## config.mk

```make
export PLATFORM = sky130hd
export DESIGN_NAME = spi_cmd_decoder
export DESIGN_NICKNAME = d
export VERILOG_FILES = /design/src/rtl/spi_cmd_decoder.sv
export SDC_FILE = /design/constraint.sdc
export NUM_CORES = 1
export LEC_CHECK = 0
export CAP_MARGIN = 20
export CORE_MARGIN = 2
export CORE_UTILIZATION = 65
export CTS_BUF_LIST = sky130_fd_sc_hd__clkbuf_4
export DETAILED_ROUTE_END_ITERATION = 16
export HOLD_SLACK_MARGIN = 0.06
export PLACE_DENSITY = 0.87
export SYNTH_ARGS = -nofsm -noshare
export SYNTH_HDL_FRONTEND = slang
export SYNTH_SLANG_ARGS = --single-unit
```

## constraint.sdc

```tcl
create_clock -name clk_sys -period 6.3 [get_ports clk_sys]
set_input_delay 0.945 -clock clk_sys [delete_from_list [all_inputs] [get_ports clk_sys]]
set_output_delay 0.945 -clock clk_sys [all_outputs]
set_load 0.03 [all_outputs]
```

## src/rtl/spi_cmd_decoder.sv

```systemverilog
// spi_cmd_decoder: parses SPI command frames into buffered pixel writes and register updates.
// Optional feature: define CMD_AUTO_SWAP_EN to flip frame_buffer_select after each pixel frame.
module spi_cmd_decoder #(
    parameter int ADDRESS_WIDTH = 14,
    parameter int FIFO_DEPTH    = 4
) (
    input  logic                     clk_sys,
    input  logic                     reset_n,
    input  logic                     cs_n,
    input  logic [7:0]               rx_data,
    input  logic                     rx_valid,
    output logic [ADDRESS_WIDTH-1:0] mem_address,
    output logic                     mem_wr,
    output logic [7:0]               mem_data,
    output logic                     mem_data_ready,
    input  logic                     mem_fifo_full,
    output logic                     frame_buffer_select,
    output logic [7:0]               brightness,
    output logic                     cmd_error,
    output logic                     overflow
);
    localparam int          AW         = ADDRESS_WIDTH;
    localparam int          PW         = $clog2(FIFO_DEPTH);
    localparam logic [PW:0] FULL_COUNT = (PW+1)'(FIFO_DEPTH);

    localparam logic [2:0] ST_IDLE    = 3'd0;
    localparam logic [2:0] ST_ADDR_HI = 3'd1;
    localparam logic [2:0] ST_ADDR_LO = 3'd2;
    localparam logic [2:0] ST_DATA    = 3'd3;
    localparam logic [2:0] ST_REG_ARG = 3'd4;
    localparam logic [2:0] ST_DISCARD = 3'd5;

    logic          cs_meta_q, cs_meta_d;
    logic          cs_sync_q, cs_sync_d;
    logic          cs_prev_q, cs_prev_d;
    logic          cs_rise, rx_accept;

    logic [2:0]    state_q, state_d;
    logic [7:0]    addr_hi_q, addr_hi_d;
    logic [AW-1:0] addr_q, addr_d;
    logic          target_bright_q, target_bright_d;

    logic [AW-1:0] fifo_addr_mem [FIFO_DEPTH];
    logic [7:0]    fifo_data_mem [FIFO_DEPTH];
    logic [PW-1:0] wr_ptr_q, wr_ptr_d;
    logic [PW-1:0] rd_ptr_q, rd_ptr_d;
    logic [PW:0]   count_q, count_d;
    logic          push, pop, fifo_full, fifo_empty;

    logic [AW-1:0] mem_address_q, mem_address_d;
    logic [7:0]    mem_data_q, mem_data_d;
    logic          strobe_q, strobe_d;
    logic          fsel_q, fsel_d;
    logic [7:0]    bright_q, bright_d;
    logic          cmd_error_q, cmd_error_d;
    logic          overflow_q, overflow_d;
`ifdef CMD_AUTO_SWAP_EN
    logic          has_data_q, has_data_d;
    logic          swap_pending_q, swap_pending_d;
`endif

    always_comb begin
        cs_meta_d       = cs_n;
        cs_sync_d       = cs_meta_q;
        cs_prev_d       = cs_sync_q;
        cs_rise         = cs_sync_q & ~cs_prev_q;
        rx_accept       = rx_valid & ~cs_sync_q;

        fifo_empty      = (count_q == '0);
        fifo_full       = (count_q == FULL_COUNT);
        pop             = ~fifo_empty & ~mem_fifo_full;
        push            = 1'b0;

        state_d         = state_q;
        addr_hi_d       = addr_hi_q;
        addr_d          = addr_q;
        target_bright_d = target_bright_q;
        fsel_d          = fsel_q;
        bright_d        = bright_q;
        cmd_error_d     = cmd_error_q;
        overflow_d      = overflow_q;

        if (cs_rise) begin
            state_d = ST_IDLE;
        end else if (rx_accept) begin
            case (state_q)
                ST_IDLE: begin
                    case (rx_data)
                        8'h01: state_d = ST_ADDR_HI;
                        8'h02: begin
                            state_d         = ST_REG_ARG;
                            target_bright_d = 1'b0;
                        end
                        8'h03: begin
                            state_d         = ST_REG_ARG;
                            target_bright_d = 1'b1;
                        end
                        default: begin
                            state_d     = ST_DISCARD;
                            cmd_error_d = 1'b1;
                        end
                    endcase
                end
                ST_ADDR_HI: begin
                    addr_hi_d = rx_data;
                    state_d   = ST_ADDR_LO;
                end
                ST_ADDR_LO: begin
                    addr_d  = AW'({addr_hi_q, rx_data});
                    state_d = ST_DATA;
                end
                ST_DATA: begin
                    // A pop in the same cycle frees the slot, so a full FIFO can still accept.
                    if (!fifo_full || pop) begin
                        push = 1'b1;
                    end else begin
                        overflow_d = 1'b1;
                    end
                    addr_d = addr_q + 1'b1;
                end
                ST_REG_ARG: begin
                    if (target_bright_q) begin
                        bright_d = rx_data;
                    end else begin
                        fsel_d = rx_data[0];
                    end
                    state_d = ST_DISCARD;
                end
                default: ;
            endcase
        end

`ifdef CMD_AUTO_SWAP_EN
        has_data_d     = has_data_q | push;
        swap_pending_d = swap_pending_q;
        if (cs_rise) begin
            has_data_d = 1'b0;
            if (has_data_q) begin
                swap_pending_d = 1'b1;
            end
        end else if (swap_pending_q && fifo_empty) begin
            // Waiting for an empty FIFO keeps the swap behind the frame's final write.
            fsel_d         = ~fsel_d;
            swap_pending_d = 1'b0;
        end
`endif

        wr_ptr_d = push ? wr_ptr_q + 1'b1 : wr_ptr_q;
        rd_ptr_d = pop  ? rd_ptr_q + 1'b1 : rd_ptr_q;
        case ({push, pop})
            2'b10:   count_d = count_q + 1'b1;
            2'b01:   count_d = count_q - 1'b1;
            default: count_d = count_q;
        endcase

        mem_address_d = pop ? fifo_addr_mem[rd_ptr_q] : mem_address_q;
        mem_data_d    = pop ? fifo_data_mem[rd_ptr_q] : mem_data_q;
        strobe_d      = pop;
    end

    always_ff @(posedge clk_sys) begin
        if (push) begin
            fifo_addr_mem[wr_ptr_q] <= addr_q;
            fifo_data_mem[wr_ptr_q] <= rx_data;
        end
    end

    always_ff @(posedge clk_sys) begin
        if (!reset_n) begin
            cs_meta_q       <= 1'b1;
            cs_sync_q       <= 1'b1;
            cs_prev_q       <= 1'b1;
            state_q         <= ST_IDLE;
            addr_hi_q       <= '0;
            addr_q          <= '0;
            target_bright_q <= 1'b0;
            wr_ptr_q        <= '0;
            rd_ptr_q        <= '0;
            count_q         <= '0;
            mem_address_q   <= '0;
            mem_data_q      <= '0;
            strobe_q        <= 1'b0;
            fsel_q          <= 1'b0;
            bright_q        <= 8'hFF;
            cmd_error_q     <= 1'b0;
            overflow_q      <= 1'b0;
`ifdef CMD_AUTO_SWAP_EN
            has_data_q      <= 1'b0;
            swap_pending_q  <= 1'b0;
`endif
        end else begin
            cs_meta_q       <= cs_meta_d;
            cs_sync_q       <= cs_sync_d;
            cs_prev_q       <= cs_prev_d;
            state_q         <= state_d;
            addr_hi_q       <= addr_hi_d;
            addr_q          <= addr_d;
            target_bright_q <= target_bright_d;
            wr_ptr_q        <= wr_ptr_d;
            rd_ptr_q        <= rd_ptr_d;
            count_q         <= count_d;
            mem_address_q   <= mem_address_d;
            mem_data_q      <= mem_data_d;
            strobe_q        <= strobe_d;
            fsel_q          <= fsel_d;
            bright_q        <= bright_d;
            cmd_error_q     <= cmd_error_d;
            overflow_q      <= overflow_d;
`ifdef CMD_AUTO_SWAP_EN
            has_data_q      <= has_data_d;
            swap_pending_q  <= swap_pending_d;
`endif
        end
    end

    assign mem_address         = mem_address_q;
    assign mem_data            = mem_data_q;
    assign mem_wr              = strobe_q;
    assign mem_data_ready      = strobe_q;
    assign frame_buffer_select = fsel_q;
    assign brightness          = bright_q;
    assign cmd_error           = cmd_error_q;
    assign overflow            = overflow_q;

endmodule

```

==> out/qor.yml <==
status:
  run_status: "completed"
place:
  placedInstanceArea_mm2: 0.00672
  dp_slack_ns: 2.25
  numPortBuffers: 47
  place_congestion: 0.895
  placed_cells_incl_taps: 626
  dp_hpwl_um: 7930
logic_synthesis:
  yosysSeqAreaShare_pct: 64.3
  synthesis.area_mm2: 0.00622
  synth-compound-area-share_pct: 6.55
  synth_adder_area_share_pct: 1.53
  synth_edf_count: 88
  synth_top_area_share_pct: 42.5
  synth_area_leaders: "edfxtp_1, dfxtp_1, mux4_2"
  ys.flop_type: "edfxtp_1"
  synth_warnings: 0
  syn-instance-count: 473
  ys_seq_elements: 156
  avgSynthCellArea_um2: 13.2
  synthXorXnorAreaFrac_pct: 0.844
  synth_most_common_cell: "edfxtp_1"
  yosysUniqueCellTypes: 61
  synthMuxAreaShare_pct: 10.9
  yosys.area.top_type: "edfxtp_1"
  synth_top_family_by_area: "simple AND/OR/NAND/NOR gates"
  async_flop_share_pct: 0
  yosys.area_share.simple_pct: 12.7
  synth_common_cells: "edfxtp_1, nand2_1, dfxtp_1"
  syn_nets: 493
pwr:
  sw_frac_of_total_pct: 21.3
  p_seq_share_pct: 61.6
  internal_power_mw: 1.37
  p_clk_share_pct: 36.6
  power_leakage_nw: 2.23
  powerDensity_mw_per_mm2: 246
  p_sw_uw: 370
  vdd.ir_drop.worst_mv: 0.185
  combPwrFrac_pct: 1.8
clock_tree:
  path_clk_slew_ns: 0.12
  numClockSinks: 156
  cts_hold_buffers: 0
  root_buffer: "clkbuf_4"
  cts_buffers: 17
  clk_path_buf_depth: 2
  cts_tree: "yes"
  clock_latency_ns: 0.56
  cts_setup_buffers: 0
  htreeDepth: 4
  cts_resized: 0
drt:
  drc_errors: 0
  postRouteAntennaNets: 0
  viasPerCell: 5.93
  wire_per_inst_um: 18.1
  wl_um: 11900
  dr.first_iter.drc_count: 230
  dr.pass1.iters: 5
  via_count: 3910
setup_path:
  cpPeakStageDelay_ns: 0.92
  critPathArrivalTime_ns: 3.69
  crit_type: "primary input to flop"
  critPathSlowestCell: "and2_1"
  reg2reg_slack_ns: 3.10
  worstPathMaxFanout: 28
  worstSetupStartpointType: "primary input"
  cp.required_ns: 6.47
  end_kind: "flop"
  critical_path.cell_chain: "clkdlybuf4s50_1 -> and4bb_1 -> and3_1 -> and2_1"
timing:
  worst-slew-pin-transition_ns: 1.11
  fmax_mhz: 284
  slew_headroom_pct: 25.9
  setup_viol: 0
  rsz0062_at_grt: "false"
  period_share_pct: 55.9
  finalClockSkew_ns: 0.0246
  hold_viol: 0
  slew_viol_final: 0
  fin_ws_ns: 2.78
  period_minus_slack_ns: 3.52
  setup_tns_ns: 0
floorplan:
  rows: 35
  die_w_um: 102
  die_height_um: 102
  start_util_pct: 67.0
  core_area_mm2: 0.00928
  io_pins: 48
  die-area_mm2: 0.0104
finish:
  fin_area_mm2: 0.00705
  nFillCells: 589
  final_nets: 537
  drive_gt1_share_pct: 13.0
  antenna_cells: 0
  stdcell_count: 659
  area_delta_synth_final_pct: 13.2
global_route:
  grt_usage_pct: 25.1
  grt_pass1_vias: 3811
  grt_pass1_wl_um: 19100
  grt_overflow: 0
  antenna_found_initial: 0
  grt_start_max_net_pins: 47
run:
  maxCapViolCount: 0
hold_path:
  hp-class: "flop to flop"
[power by group through the flow]
stage	logic [mW]	registers (mW)	clock network [mW]
floorplan	0.0118	1.09	0
global placement	0.0296	1.09	0
detailed placement	0.0302	1.09	0
CTS	0.0304	1.07	0.643
global route	0.0333	1.07	0.680
finish	0.0308	1.07	0.635
[per-layer routing]
metal  part of all wire (%)  GRT usage (%)  wire (µm)
met4                    1.9           10.6        226
met5                      0              0          0
met3                    6.2           6.16        738
met2                     50           41.4       6010
met1                     42           32.1       4980
[per-stage QoR]
step                hold WS [ns]  power (mW)  util (%)
CTS                        0.435        1.74      75.7
global route               0.450        1.78      75.9
finish                     0.435        1.74      75.9
global placement           0.412        1.12      72.4
detailed placement         0.405        1.12      72.4
floorplan                  0.386        1.10         -
[cell usage in the layout, fill, tap and decap left out, types with 11 or more instances in the layout]
cell / count
clkbuf_4: 19
nand3_1: 14
o21ai_0: 13
a21oi_1: 36
nand2_1: 72
mux4_2: 22
edfxtp_1: 88
clkdlybuf4s50_1: 47
nor2_1: 25
mux2i_1: 16
dfxtp_1: 68
inv_1: 11
[flip-flops by register name (all words and copies together) (netlist names)]
register and flops:
count_q 3, cs_prev_d 1, fifo_data_mem 32, cmd_error 1, rd_ptr_q 2, mem_data 8, cs_prev_q 1, mem_address 14
fifo_addr_mem 56, target_bright_q 1, mem_data_ready 1, cs_meta_q 1, frame_buffer_select 1, addr_hi_q 6, overflow 1, state_q 3
brightness 8, addr_q 14, wr_ptr_q 2
[logic make-up (layout without fill, tap and decap cells)]
family	Yosys count	count (layout)
and+or+nand+nor	158	158
muxes	40	40
buffers and inverters	38	95
AOI/OAI and AO/OA	68	68
xor gates and xnor gates	6	6
adders and majority gates	7	7
DFF	156	156
[final timing paths]
kind,cells past startpoint,to,from
hold reg to reg,1,cs_prev_d,cs_meta_q
setup / recovery,4,fifo_data_mem[3][6],rx_valid
hold / removal,1,cs_prev_d,cs_meta_q
setup reg to reg,3,fifo_data_mem[3][6],state_q[1]
[cell type report]
class	count	area, µm²	share of cell area, %
Clock buffer	19	143	2.02
Clock inverter	13	165	2.34
Inverter	13	48.8	0.692
Multi-Input combinational cell	279	2020	28.7
Sequential cell	156	4000	56.8
Tap cell	129	161	2.29
Timing Repair Buffer	50	500	7.10
[critical path, delay by kind of cell]
| family | cells | cell delay (ns) |
|---|---|---|
| buffers and inverters | 1 | 0.50 |
| and+or+nand+nor | 3 | 2.23 |
Power figures use the tool's default switching activity.
